$ cat src/rtl/vga_pkg.sv
// Timing defaults for 640x480@60, pixel type and controller state encoding
// shared by the VGA stream source and its raster counter.
package vga_pkg;

  localparam int CNT_W = 10;

  localparam int H_ACTIVE_DEF = 640;
  localparam int H_FP_DEF     = 16;
  localparam int H_SYNC_DEF   = 96;
  localparam int H_BP_DEF     = 48;
  localparam int V_ACTIVE_DEF = 480;
  localparam int V_FP_DEF     = 10;
  localparam int V_SYNC_DEF   = 2;
  localparam int V_BP_DEF     = 33;

  localparam int H_TOTAL  = H_ACTIVE_DEF + H_FP_DEF + H_SYNC_DEF + H_BP_DEF;
  localparam int V_TOTAL  = V_ACTIVE_DEF + V_FP_DEF + V_SYNC_DEF + V_BP_DEF;
  localparam int HS_START = H_ACTIVE_DEF + H_FP_DEF;
  localparam int HS_END   = H_ACTIVE_DEF + H_FP_DEF + H_SYNC_DEF - 1;
  localparam int VS_START = V_ACTIVE_DEF + V_FP_DEF;
  localparam int VS_END   = V_ACTIVE_DEF + V_FP_DEF + V_SYNC_DEF - 1;

  typedef struct packed {
    logic [7:0] r;
    logic [7:0] g;
    logic [7:0] b;
  } rgb_t;

  typedef enum logic {
    IDLE = 1'b0,
    RUN  = 1'b1
  } state_e;

  function automatic logic in_window(input logic [CNT_W-1:0] val,
                                     input logic [CNT_W-1:0] lo,
                                     input logic [CNT_W-1:0] hi);
    return (val >= lo) && (val <= hi);
  endfunction

endpackage

$ cat src/rtl/vga_timing_counter.sv
// Raster position counters (column, line) with wrap and a last-pixel flag;
// parked at the origin whenever run_i is low.
module vga_timing_counter
  import vga_pkg::*;
#(
  parameter int H_TOTAL_P = H_TOTAL,
  parameter int V_TOTAL_P = V_TOTAL
) (
  input  logic             clk_i,
  input  logic             rst_n_i,
  input  logic             run_i,
  output logic [CNT_W-1:0] h_cnt_o,
  output logic [CNT_W-1:0] v_cnt_o,
  output logic             last_o
);

  localparam logic [CNT_W-1:0] H_LAST = CNT_W'(H_TOTAL_P - 1);
  localparam logic [CNT_W-1:0] V_LAST = CNT_W'(V_TOTAL_P - 1);

  logic [CNT_W-1:0] h_q, h_d;
  logic [CNT_W-1:0] v_q, v_d;
  logic             h_last, v_last;

  assign h_last = (h_q == H_LAST);
  assign v_last = (v_q == V_LAST);

  always_comb begin
    h_d = h_q;
    v_d = v_q;
    if (!run_i) begin
      h_d = '0;
      v_d = '0;
    end else if (h_last) begin
      h_d = '0;
      v_d = v_last ? '0 : v_q + 1'b1;
    end else begin
      h_d = h_q + 1'b1;
    end
  end

  always_ff @(posedge clk_i or negedge rst_n_i) begin
    if (!rst_n_i) begin
      h_q <= '0;
      v_q <= '0;
    end else begin
      h_q <= h_d;
      v_q <= v_d;
    end
  end

  assign h_cnt_o = h_q;
  assign v_cnt_o = v_q;
  assign last_o  = h_last && v_last;

endmodule

$ cat src/rtl/vga_stream_source.sv
// VGA raster source: counts the raster, requests pixels from a frame source
// one stage ahead and emits DE/HSYNC/VSYNC/SOF aligned with the returned pixel.
module vga_stream_source
  import vga_pkg::*;
#(
  parameter int H_ACTIVE = H_ACTIVE_DEF,
  parameter int H_FP     = H_FP_DEF,
  parameter int H_SYNC   = H_SYNC_DEF,
  parameter int H_BP     = H_BP_DEF,
  parameter int V_ACTIVE = V_ACTIVE_DEF,
  parameter int V_FP     = V_FP_DEF,
  parameter int V_SYNC   = V_SYNC_DEF,
  parameter int V_BP     = V_BP_DEF,
  parameter bit SYNC_POL = 1'b0,
  parameter int PIX_W    = 24
) (
  input  logic             I_PCLK,
  input  logic             I_RST_N,
  input  logic             I_EN,
  input  logic [PIX_W-1:0] I_PIX_DATA,
  output logic             O_PIX_REQ,
  output logic [CNT_W-1:0] O_REQ_X,
  output logic [CNT_W-1:0] O_REQ_Y,
  output logic [PIX_W-1:0] O_PIX_DATA,
  output logic             O_DE,
  output logic             O_HSYNC,
  output logic             O_VSYNC,
  output logic             O_SOF,
  output logic             O_BUSY
);

  // state | meaning
  // IDLE  | counters parked at (0,0), syncs inactive, no requests
  // RUN   | raster running; I_EN is only looked at on the last count of a frame

  localparam int H_TOTAL_C = H_ACTIVE + H_FP + H_SYNC + H_BP;
  localparam int V_TOTAL_C = V_ACTIVE + V_FP + V_SYNC + V_BP;

  localparam logic [CNT_W-1:0] H_ACT_C    = CNT_W'(H_ACTIVE);
  localparam logic [CNT_W-1:0] V_ACT_C    = CNT_W'(V_ACTIVE);
  localparam logic [CNT_W-1:0] HS_START_C = CNT_W'(H_ACTIVE + H_FP);
  localparam logic [CNT_W-1:0] HS_END_C   = CNT_W'(H_ACTIVE + H_FP + H_SYNC - 1);
  localparam logic [CNT_W-1:0] VS_START_C = CNT_W'(V_ACTIVE + V_FP);
  localparam logic [CNT_W-1:0] VS_END_C   = CNT_W'(V_ACTIVE + V_FP + V_SYNC - 1);

  state_e           state_q, state_d;
  logic             run;
  logic [CNT_W-1:0] h_cnt, v_cnt;
  logic             frame_last;

  logic             req_d, req_q;
  logic [CNT_W-1:0] req_x_d, req_x_q;
  logic [CNT_W-1:0] req_y_d, req_y_q;
  logic             hs1_d, hs1_q;
  logic             vs1_d, vs1_q;
  logic             sof1_d, sof1_q;

  logic             de_q, hs_q, vs_q, sof_q;
  logic [PIX_W-1:0] pix_d, pix_q;

  assign run = (state_q == RUN);

  vga_timing_counter #(
    .H_TOTAL_P(H_TOTAL_C),
    .V_TOTAL_P(V_TOTAL_C)
  ) u_cnt (
    .clk_i  (I_PCLK),
    .rst_n_i(I_RST_N),
    .run_i  (run),
    .h_cnt_o(h_cnt),
    .v_cnt_o(v_cnt),
    .last_o (frame_last)
  );

  always_ff @(posedge I_PCLK or negedge I_RST_N) begin
    if (!I_RST_N) begin
      state_q <= IDLE;
    end else begin
      state_q <= state_d;
    end
  end

  always_comb begin
    state_d = state_q;
    case (state_q)
      IDLE:    if (I_EN) state_d = RUN;
      RUN:     if (frame_last && !I_EN) state_d = IDLE;
      default: state_d = IDLE;
    endcase
  end

  // Stage 1: request and sync copies decoded straight from the counters.
  always_comb begin
    req_d   = run && (h_cnt < H_ACT_C) && (v_cnt < V_ACT_C);
    req_x_d = req_d ? h_cnt : req_x_q;
    req_y_d = req_d ? v_cnt : req_y_q;
    hs1_d   = (run && in_window(h_cnt, HS_START_C, HS_END_C)) ? SYNC_POL : ~SYNC_POL;
    vs1_d   = (run && in_window(v_cnt, VS_START_C, VS_END_C)) ? SYNC_POL : ~SYNC_POL;
    sof1_d  = req_d && (h_cnt == '0) && (v_cnt == '0);
  end

  always_ff @(posedge I_PCLK or negedge I_RST_N) begin
    if (!I_RST_N) begin
      req_q   <= 1'b0;
      req_x_q <= '0;
      req_y_q <= '0;
      hs1_q   <= ~SYNC_POL;
      vs1_q   <= ~SYNC_POL;
      sof1_q  <= 1'b0;
    end else begin
      req_q   <= req_d;
      req_x_q <= req_x_d;
      req_y_q <= req_y_d;
      hs1_q   <= hs1_d;
      vs1_q   <= vs1_d;
      sof1_q  <= sof1_d;
    end
  end

  // Stage 2: the source answers during the request cycle, so the pixel is
  // captured on the same edge that turns the request into DE.
  assign pix_d = req_q ? I_PIX_DATA : '0;

  always_ff @(posedge I_PCLK or negedge I_RST_N) begin
    if (!I_RST_N) begin
      de_q  <= 1'b0;
      hs_q  <= ~SYNC_POL;
      vs_q  <= ~SYNC_POL;
      sof_q <= 1'b0;
      pix_q <= '0;
    end else begin
      de_q  <= req_q;
      hs_q  <= hs1_q;
      vs_q  <= vs1_q;
      sof_q <= sof1_q;
      pix_q <= pix_d;
    end
  end

  assign O_PIX_REQ  = req_q;
  assign O_REQ_X    = req_x_q;
  assign O_REQ_Y    = req_y_q;
  assign O_PIX_DATA = pix_q;
  assign O_DE       = de_q;
  assign O_HSYNC    = hs_q;
  assign O_VSYNC    = vs_q;
  assign O_SOF      = sof_q;
  assign O_BUSY     = run;

endmodule
$ cat config.mk
export PLATFORM = sky130hd
export DESIGN_NAME = vga_stream_source
export DESIGN_NICKNAME = d
export VERILOG_FILES = /design/src/rtl/vga_pkg.sv /design/src/rtl/vga_timing_counter.sv /design/src/rtl/vga_stream_source.sv
export SDC_FILE = /design/constraint.sdc
export NUM_CORES = 1
export LEC_CHECK = 0
export CAP_MARGIN = 15
export CORE_ASPECT_RATIO = 0.7
export CORE_MARGIN = 5
export CORE_UTILIZATION = 48
export CTS_CLUSTER_SIZE = 14
export DETAILED_ROUTE_END_ITERATION = 7
export GPL_ROUTABILITY_DRIVEN = 1
export PLACE_DENSITY_LB_ADDON = 0.1
export SYNTH_ARGS = -nofsm -noshare
export SYNTH_HDL_FRONTEND = slang
export SYNTH_SLANG_ARGS = --single-unit
$ cat constraint.sdc
create_clock -name I_PCLK -period 2.15 [get_ports I_PCLK]
set_input_delay 0.3225 -clock I_PCLK [delete_from_list [all_inputs] [get_ports I_PCLK]]
set_output_delay 0.3225 -clock I_PCLK [all_outputs]
set_load 0.005 [all_outputs]
# ---- Word-level counts from Yosys, hierarchy flattened
# Cells that the tools add are included.
dict set report word_totals {
  out_inout_bits 50
  ff_bits 73
  wordCells 50
  in_bits 27
}
dict set report op_classes {
  bitwise 1
  n_addsub 2
  mux 11
  reduce_logical 13
  eq_ne 3
  magnitude_cmp 6
}
# op n
set op_table {}
lappend op_table {{2-to-1 mux 10 bit} 5}
lappend op_table {{2-to-1 mux 24 bit} 1}
lappend op_table {{adder 10 x 1 -> 10 bit, second input constant} 2}
lappend op_table {{== test 10 bit, second input constant} 2}
lappend op_table {{logical NOT 10 bit} 2}
lappend op_table {{greater-or-equal comparator 10 bit, second input constant} 1}
lappend op_table {{greater-or-equal comparator 10 x 9 -> 1 bit, second input constant} 1}
lappend op_table {{<= comparator 10 bit, second input constant} 1}
lappend op_table {{<= comparator 10 x 9 -> 1 bit, second input constant} 1}
lappend op_table {{logical AND 1 bit} 10}
lappend op_table {{less-than comparator 10 bit, second input constant} 1}
lappend op_table {{less-than comparator 10 x 9 -> 1 bit, second input constant} 1}
lappend op_table {{2-to-1 mux 1 bit} 4}
lappend op_table {{!= test 2 x 1 -> 1 bit, second input constant} 1}
lappend op_table {{case mux 1 bit (2 select lines)} 1}
lappend op_table {{logical NOT 1 bit} 1}
lappend op_table {{inverter 1 bit} 1}

# ---- Longest topological paths before layout
# Gate-level depths: netlist of the first run.
dict set report depth {
  word_depth 5
  ltp_mapped 6
  depth_no_buf 6
}

# ---- Hierarchy
# From an unflattened synthesis of the first run, not the netlist that was laid out.
dict set report hier_totals {
  cells_unflattened 245
  area_unflattened_um2 3014.1
}
# module cells_each seq_area_each_um2 area_per_inst_um2 n_inst
set by_module_without_submodules {}
lappend by_module_without_submodules {vga_stream_source 134 1331.3 1958.1 1}
lappend by_module_without_submodules {vga_timing_counter 111 500.5 1056.0 1}

# ---- Least setup slack after synthesis of the first run
# OpenSTA, ideal clock, no wires.
dict set report synth_timing {
  path_type {register to register}
  from {register u_cnt.h_q[6] (netlist: u_cnt.h_cnt_o[6])}
  to {register u_cnt.v_q[9] (netlist: u_cnt.v_cnt_o[9])}
  setup_ps 78
  arrival_time_ps 1772
  path_stages_with_launch 6
  t_required_ps 2072
  setup_slack_ps 300
  n_path_buf 1
  period_less_slack_ps 1850
  path_cell_list {dfrtp_1 -> buf_6 -> or3_4 -> o31a_1 -> or4_1 -> a21oi_1}
}
dict set report synth_between {
  elab_chain_cells 2
}
# element line
set synth_rtl {}
lappend synth_rtl {{start, declared} vga_timing_counter.sv:20} ;# logic [CNT_W-1:0] h_q, h_d;
lappend synth_rtl {{start signal, assigned} vga_timing_counter.sv:43} ;# h_q <= '0;
lappend synth_rtl {{start signal, assigned} vga_timing_counter.sv:46} ;# h_q <= h_d;
lappend synth_rtl {{== test 10 bit} vga_timing_counter.sv:24} ;# assign h_last = (h_q == H_LAST);
lappend synth_rtl {{!= test 2 x 1 -> 1 bit (no line)} n/a}
lappend synth_rtl {{end signal, assigned} vga_timing_counter.sv:47} ;# v_q <= v_d;
lappend synth_rtl {{end, declared} vga_timing_counter.sv:21} ;# logic [CNT_W-1:0] v_q, v_d;
# No other way between the ends.
# A chain may end at the register's enable or synchronous reset.

# ---- Worst setup path in the final report of the first run
dict set report layout_timing {
  from {register u_cnt.h_q[0] (netlist: u_cnt.h_cnt_o[0])}
  to {register u_cnt.v_q[9] (netlist: u_cnt.v_cnt_o[9])}
}
# The elaborated chain is that of the path after synthesis.

==> results of run 1 <==
==> worst max-delay path: stages, from the launching register on <==
cell,delay (ns)
dfrtp_1,0.41
ha_1,0.25
nand4_1,0.17
o31a_2,0.41
or4_1,0.51
a21oi_1,0.15
==> cell usage in the layout (no fill, tap or decap), drive strengths merged, types with 7 or more instances in the layout <==
cell type      count
inv               10
a21oi              8
dfrtp             69
and2              26
clkbuf            10
mux2              16
nor2              13
o21ai              7
clkdlybuf4s50     75
or3                9
nand3              8
buf               15
==> final cells by class <==
| class | instances | area, um2 |
|---|---|---|
| flip-flops and latches | 73 | 1830 |
| fillers | 460 | 1780 |
| multi-input cells | 146 | 1020 |
| repair buffers | 91 | 871 |
| clock buffers | 10 | 128 |
| well taps | 75 | 93.8 |
| clock inverters | 6 | 90.1 |
| inverters | 8 | 30.0 |
==> how the worst max path moves through the flow <==
stage / start / endpoint / slack (ns) / cells after the start
after floorplan: u_cnt.h_cnt_o[6] / u_cnt.v_cnt_o[9] / 0.30 / 5
after global placement: u_cnt.h_cnt_o[7] / u_cnt.v_cnt_o[9] / 0.21 / 4
after detailed placement: u_cnt.h_cnt_o[0] / u_cnt.v_cnt_o[9] / 0.17 / 5
after CTS: u_cnt.h_cnt_o[0] / u_cnt.v_cnt_o[9] / 0.16 / 5
after global routing: u_cnt.h_cnt_o[0] / u_cnt.v_cnt_o[9] / 0.02 / 5
final: u_cnt.h_cnt_o[0] / u_cnt.v_cnt_o[9] / 0.17 / 5
==> metal layers <==
metal  vias to the layer above  wire, um  part of all wire [%]  track usage [%]
li1                       1013         -                     -                -
met1                      1005      3210                    51             25.2
met2                        68      2630                    42             24.8
met3                         5       392                   6.2             6.01
met4                         0        51                  0.81             7.71
met5                         -         0                     0                0
==> cell usage after synthesis (3+ instances only) <==
cell | instances | area, um2
ha_1 | 4 | 50.1
o31ai_1 | 3 | 22.5
nor2_1 | 13 | 48.8
a22o_1 | 3 | 26.3
nand2_1 | 6 | 22.5
xor2_1 | 4 | 35.0
xnor2_1 | 4 | 35.0
dfrtp_1 | 69 | 1730
mux2_2 | 16 | 180
dfstp_2 | 4 | 105
o21ai_0 | 6 | 30.0
buf_2 | 3 | 15.0
or3_1 | 6 | 37.5
nor4b_1 | 3 | 26.3
inv_1 | 8 | 30.0
and2_1 | 26 | 163
clkbuf_1 | 9 | 33.8
nand3_1 | 8 | 40.0
nand4_1 | 6 | 37.5
and3_1 | 5 | 31.3
a21oi_1 | 8 | 40.0
nor3_1 | 4 | 20.0
==> what timing repair did <==
action | 4_1_cts | 5_1_grt
hold buffers | 1 | 0
gates resized for setup | 0 | 1
setup endpoints to repair | 0 | 1
endpoints found under the hold margin | 25 | 0
==> registers in the layout, indices dropped and copies added (netlist names) <==
register,flops
O_REQ_X,10
O_DE,1
O_PIX_REQ,1
vs1_q,1
u_cnt.h_cnt_o,10
sof1_q,1
O_HSYNC,1
O_BUSY,1
O_REQ_Y,10
O_PIX_DATA,24
hs1_q,1
O_SOF,1
u_cnt.v_cnt_o,10
O_VSYNC,1
==> power groups by stage <==
stage	sequential (uW)	clock, uW	combinational (uW)
final	1400	1170	141
after global routing	1400	1270	155
after CTS	1400	1200	146
after detailed placement	1430	0	144
after global placement	1430	0	140
after floorplan	1430	0	15.5
==> cell families (layout without fill, tap and decap cells) <==
| kind of cell | after synthesis | count (layout) | share of synthesized area [%] |
|---|---|---|---|
| muxes | 16 | 16 | 6.12 |
| adders and majority gates | 4 | 4 | 1.70 |
| buffers and inverters | 21 | 115 | 3.06 |
| DFF | 73 | 73 | 62.2 |
| and+or+nand+nor | 90 | 90 | 18.0 |
| xor gates and xnor gates | 8 | 8 | 2.38 |
| AOI/OAI and AO/OA | 28 | 28 | 6.46 |
==> through the flow <==
stage               setup slack, ns  utilization, %
floorplan                     0.300               -
global placement              0.205            65.7
detailed placement            0.170            65.7
CTS                           0.158            69.6
global route                 0.0194            69.6
finish                        0.173            69.6
==> impl_metrics.tcl, run 1 <==
set metrics [dict create \
    drv_cap 0 \
    internal-power_uw 2150 \
    p_sw_uw 564 \
    synth_cell_types 40 \
    fin_crit_sh_pct 91.9 \
    final_nets 360 \
    start_util_pct 50.4 \
    power_density_nw_per_um2 667 \
    whs_endpoint "O_SOF" \
    slew_headroom_pct 60.5 \
    core_um2 5840 \
    finalSetupViolCount 0 \
    leakagePower_uw 0.00176 \
    grt_overflow 0 \
    ys_seq_area_share_pct 62.2 \
    comb_power_share_pct 5.2 \
    detail_route.wirelength_um 6280 \
    insertedDiodeCount 0 \
    rsz0062_at_grt "false" \
    async_flop_share_pct 100 \
    synth_edf_count 0 \
    worst_pin_slew_ns 0.584 \
    ioPinCount 77 \
    place_hpwl_um 4560 \
    required_ns 2.42 \
    place_inst 392 \
    power_uw 2710 \
    vias 2091 \
    grt_util_all_layers_pct 17.7 \
    final_antenna_net_count 0 \
    fmax_ghz 0.506 \
    synth_seq_cells 73 \
    wl_per_cell_um 15.4 \
    syn_area_um2 2940 \
    cts.sinks 73 \
    fin_crit_ns 1.98 \
    rr_worst_depth 5 \
    worstSetupEndpointType "flop" \
    drt-vias-per-instance 5.11 \
    syn_area_per_cell_um2 12.3 \
    synthFlopType "dfrtp_1" \
    cts_tree "done" \
    clock_path_buffers 2 \
    drt_first_iter_violations 58 \
    finalHoldViolCount 0 \
    run_status "finished clean" \
    slew_viol_final 0 \
    synthCells 240 \
    dieArea_um2 7820 \
    rrSetupSlack_ns 0.17 \
    skew_ns 0.0111 \
    whs_ns 0.351 \
    grt_pass1_wl_um 10700 \
    layout.cells.non_filler 409 \
    drc 0 \
    hold_start "sof1_q" \
    yosys_warnings 0 \
    portBuffers 76 \
    clkLatencyLatePin_ns 0.35 \
    die_x_um 104 \
    syn_to_final_growth_pct 38.2 \
    start_kind "flop" \
    worst-path-max-fanout 13 \
    layout-drive-gt1-share_pct 17.4 \
    p_seq_share_pct 51.7 \
    rows 23 \
    fp.dieH_um 75.5 \
    antenna_found_initial 0 \
    routabilityCongestion 0.917 \
    critical_path_arrival_ns 2.25 \
    syn_nets 271 \
    cts_setup_buffers 0 \
    hold_path.class "reg2reg" \
    min_path_cells 0 \
    r2r-start "u_cnt.h_cnt_o[0]" \
    stdcell_area_um2 4070 \
    path_clk_slew_ns 0.08 \
    path_class "reg2reg" \
    p_clk_share_pct 43.1 \
    first_pass_iters 4 \
    htree_levels 3 \
    timing.rr.end "u_cnt.v_cnt_o[9]" \
    grt_max_degree 47 \
    ctsRootBufferMaster "clkbuf_8" \
    dpl_cell_area_um2 3840 \
    switching_share_pct 20.8 \
    first_global_vias 2091 \
    cts_buffers 9 \
    vdd_drop_max_mv 0.420 \
    setup_tns_ns 0 \
]
Power figures use the tool's default switching activity.
==> run 2, diff against run 1 <==
--- a/config.mk
+++ b/config.mk
@@ -12,6 +12,7 @@
 export CTS_CLUSTER_SIZE = 14
 export DETAILED_ROUTE_END_ITERATION = 7
 export GPL_ROUTABILITY_DRIVEN = 1
+export MAX_ROUTING_LAYER = met4
 export PLACE_DENSITY_LB_ADDON = 0.1
 export SYNTH_ARGS = -nofsm -noshare
 export SYNTH_HDL_FRONTEND = slang
==> run 2 against run 1 <==
Combinational power about the same. First-iteration DRC count up 21%. Clock-buffer cell count unchanged. Utilization unchanged. Wire length down 0.22%. Total power down 0.14%. Worst setup slack about the same. Critical path type unchanged. Critical endpoint unchanged. Largest power group unchanged.
==> impl_metrics.tcl, run 2 (synthesized netlist as in run 1, its figures left out) <==
set metrics [dict create \
    fin_crit_ns 1.98 \
    start_kind "flop" \
    clock_path_buffers 2 \
    layout_common_cells "75 x clkdlybuf4s50_1, 69 x dfrtp_1, 26 x and2_1" \
    wl_per_cell_um 15.3 \
    min_path_cells 0 \
    multiInputGateArea_um2 1020 \
    clkLatencyLatePin_ns 0.35 \
    worst_pin_slew_ns 0.587 \
    insertedDiodeCount 0 \
    path_clk_slew_ns 0.08 \
    hold_path.class "reg2reg" \
    ctsRootBufferMaster "clkbuf_8" \
    final_antenna_net_count 0 \
    detail_route.wirelength_um 6270 \
    cts_buffers 9 \
    die_x_um 104 \
    drv_cap 0 \
    hold_start "sof1_q" \
    drt-vias-per-instance 5.09 \
    rows 23 \
    required_ns 2.42 \
    whs_endpoint "O_SOF" \
    worstSetupEndpointType "flop" \
    fmax_ghz 0.506 \
    finalHoldViolCount 0 \
    n_fill_cell 460 \
    timing.rr.end "u_cnt.v_cnt_o[9]" \
    power_uw 2710 \
    critical_path_arrival_ns 2.25 \
    cts_tree "done" \
    portBuffers 76 \
    first_pass_iters 4 \
    rsz0062_at_grt "false" \
    worst-path-max-fanout 13 \
    fin_crit_sh_pct 91.9 \
    dieArea_um2 7820 \
    grt_max_degree 47 \
    rr_worst_depth 5 \
    power_density_nw_per_um2 666 \
    vdd_drop_max_mv 0.413 \
    rrSetupSlack_ns 0.17 \
    syn_to_final_growth_pct 38.2 \
    first_global_vias 2084 \
    r2r-start "u_cnt.h_cnt_o[0]" \
    path_class "reg2reg" \
    finalSetupViolCount 0 \
    core_um2 5840 \
    slew_headroom_pct 60.3 \
    cts.sinks 73 \
    largest_reg_flops 24 \
    drc 0 \
    layout-drive-gt1-share_pct 17.4 \
    final_nets 360 \
    skew_ns 0.00926 \
    antenna_found_initial 0 \
    run_status "finished clean" \
    start_util_pct 50.4 \
    grt_pass1_wl_um 10700 \
    routabilityCongestion 0.933 \
    place_hpwl_um 4560 \
    leakagePower_uw 0.00176 \
    drt_first_iter_violations 70 \
    final_common_cell "clkdlybuf4s50_1" \
    htree_levels 3 \
    grt_util_all_layers_pct 18.3 \
    slew_viol_final 0 \
    seq_area_um2 1830 \
    vias 2083 \
    setup_tns_ns 0 \
    grt_overflow 0 \
    fp.dieH_um 75.5 \
    ioPinCount 77 \
]
-- run 2: cell counts in the layout (fill, tap and decap cells not counted) --
Identical to the previous run, type by type.
-- run 2: cell type report --
type	count	area share (%)
Tap cell	75	2.31
Timing Repair Buffer	91	21.4
Clock buffer	10	3.14
Clock inverter	6	2.22
Inverter	8	0.738
Sequential cell	73	45.0
Multi-Input combinational cell	146	25.1
-- run 2: worst max-delay path, cell delays in order, from the launching register on --
cell	delay, ns
dfrtp_1	0.41
ha_1	0.25
nand4_1	0.17
o31a_2	0.41
or4_1	0.51
a21oi_1	0.15
-- run 2: worst max-delay path by stage --
stage	startpoint	end	slack [ns]	cells after the start
2_1_floorplan	u_cnt.h_cnt_o[6]	u_cnt.v_cnt_o[9]	0.30	5
3_3_place_gp	u_cnt.h_cnt_o[7]	u_cnt.v_cnt_o[9]	0.21	4
3_5_place_dp	u_cnt.h_cnt_o[0]	u_cnt.v_cnt_o[9]	0.17	5
4_1_cts	u_cnt.h_cnt_o[0]	u_cnt.v_cnt_o[9]	0.16	5
5_1_grt	u_cnt.v_cnt_o[0]	u_cnt.v_cnt_o[0]	0.02	6
6_report	u_cnt.h_cnt_o[0]	u_cnt.v_cnt_o[9]	0.17	5
-- run 2: report_power, final --
part	internal (uW)	total (uW)	switching (uW)
registers	1400	1400	5.84
logic	92.7	141	48.7
clock network	659	1170	506
total	2150	2710	560
-- run 2: what timing repair did --
item	in CTS	in global routing
gates resized for setup	0	1
hold buffers	1	0
setup endpoints to repair	0	1
hold endpoints to repair	25	0
setup buffers	0	0
-- run 2: per-stage QoR --
step,area (um2),utilization [%],cells,hold WS (ns),setup WS (ns)
finish,4070,69.6,409,0.351,0.173
global placement,3840,65.7,392,0.346,0.205
global route,4070,69.6,409,0.361,0.0207
detailed placement,3840,65.7,392,0.335,0.170
CTS,4070,69.6,409,0.352,0.158
floorplan,2940,-,240,0.0269,0.300
-- run 2: routing by layer --
| layer | global-route usage [%] | part of all wire, % |
|---|---|---|
| met1 | 25.6 | 52 |
| met2 | 24.5 | 41 |
| met3 | 5.67 | 6.0 |
| met4 | 7.71 | 1.1 |
| met5 | - | 0 |
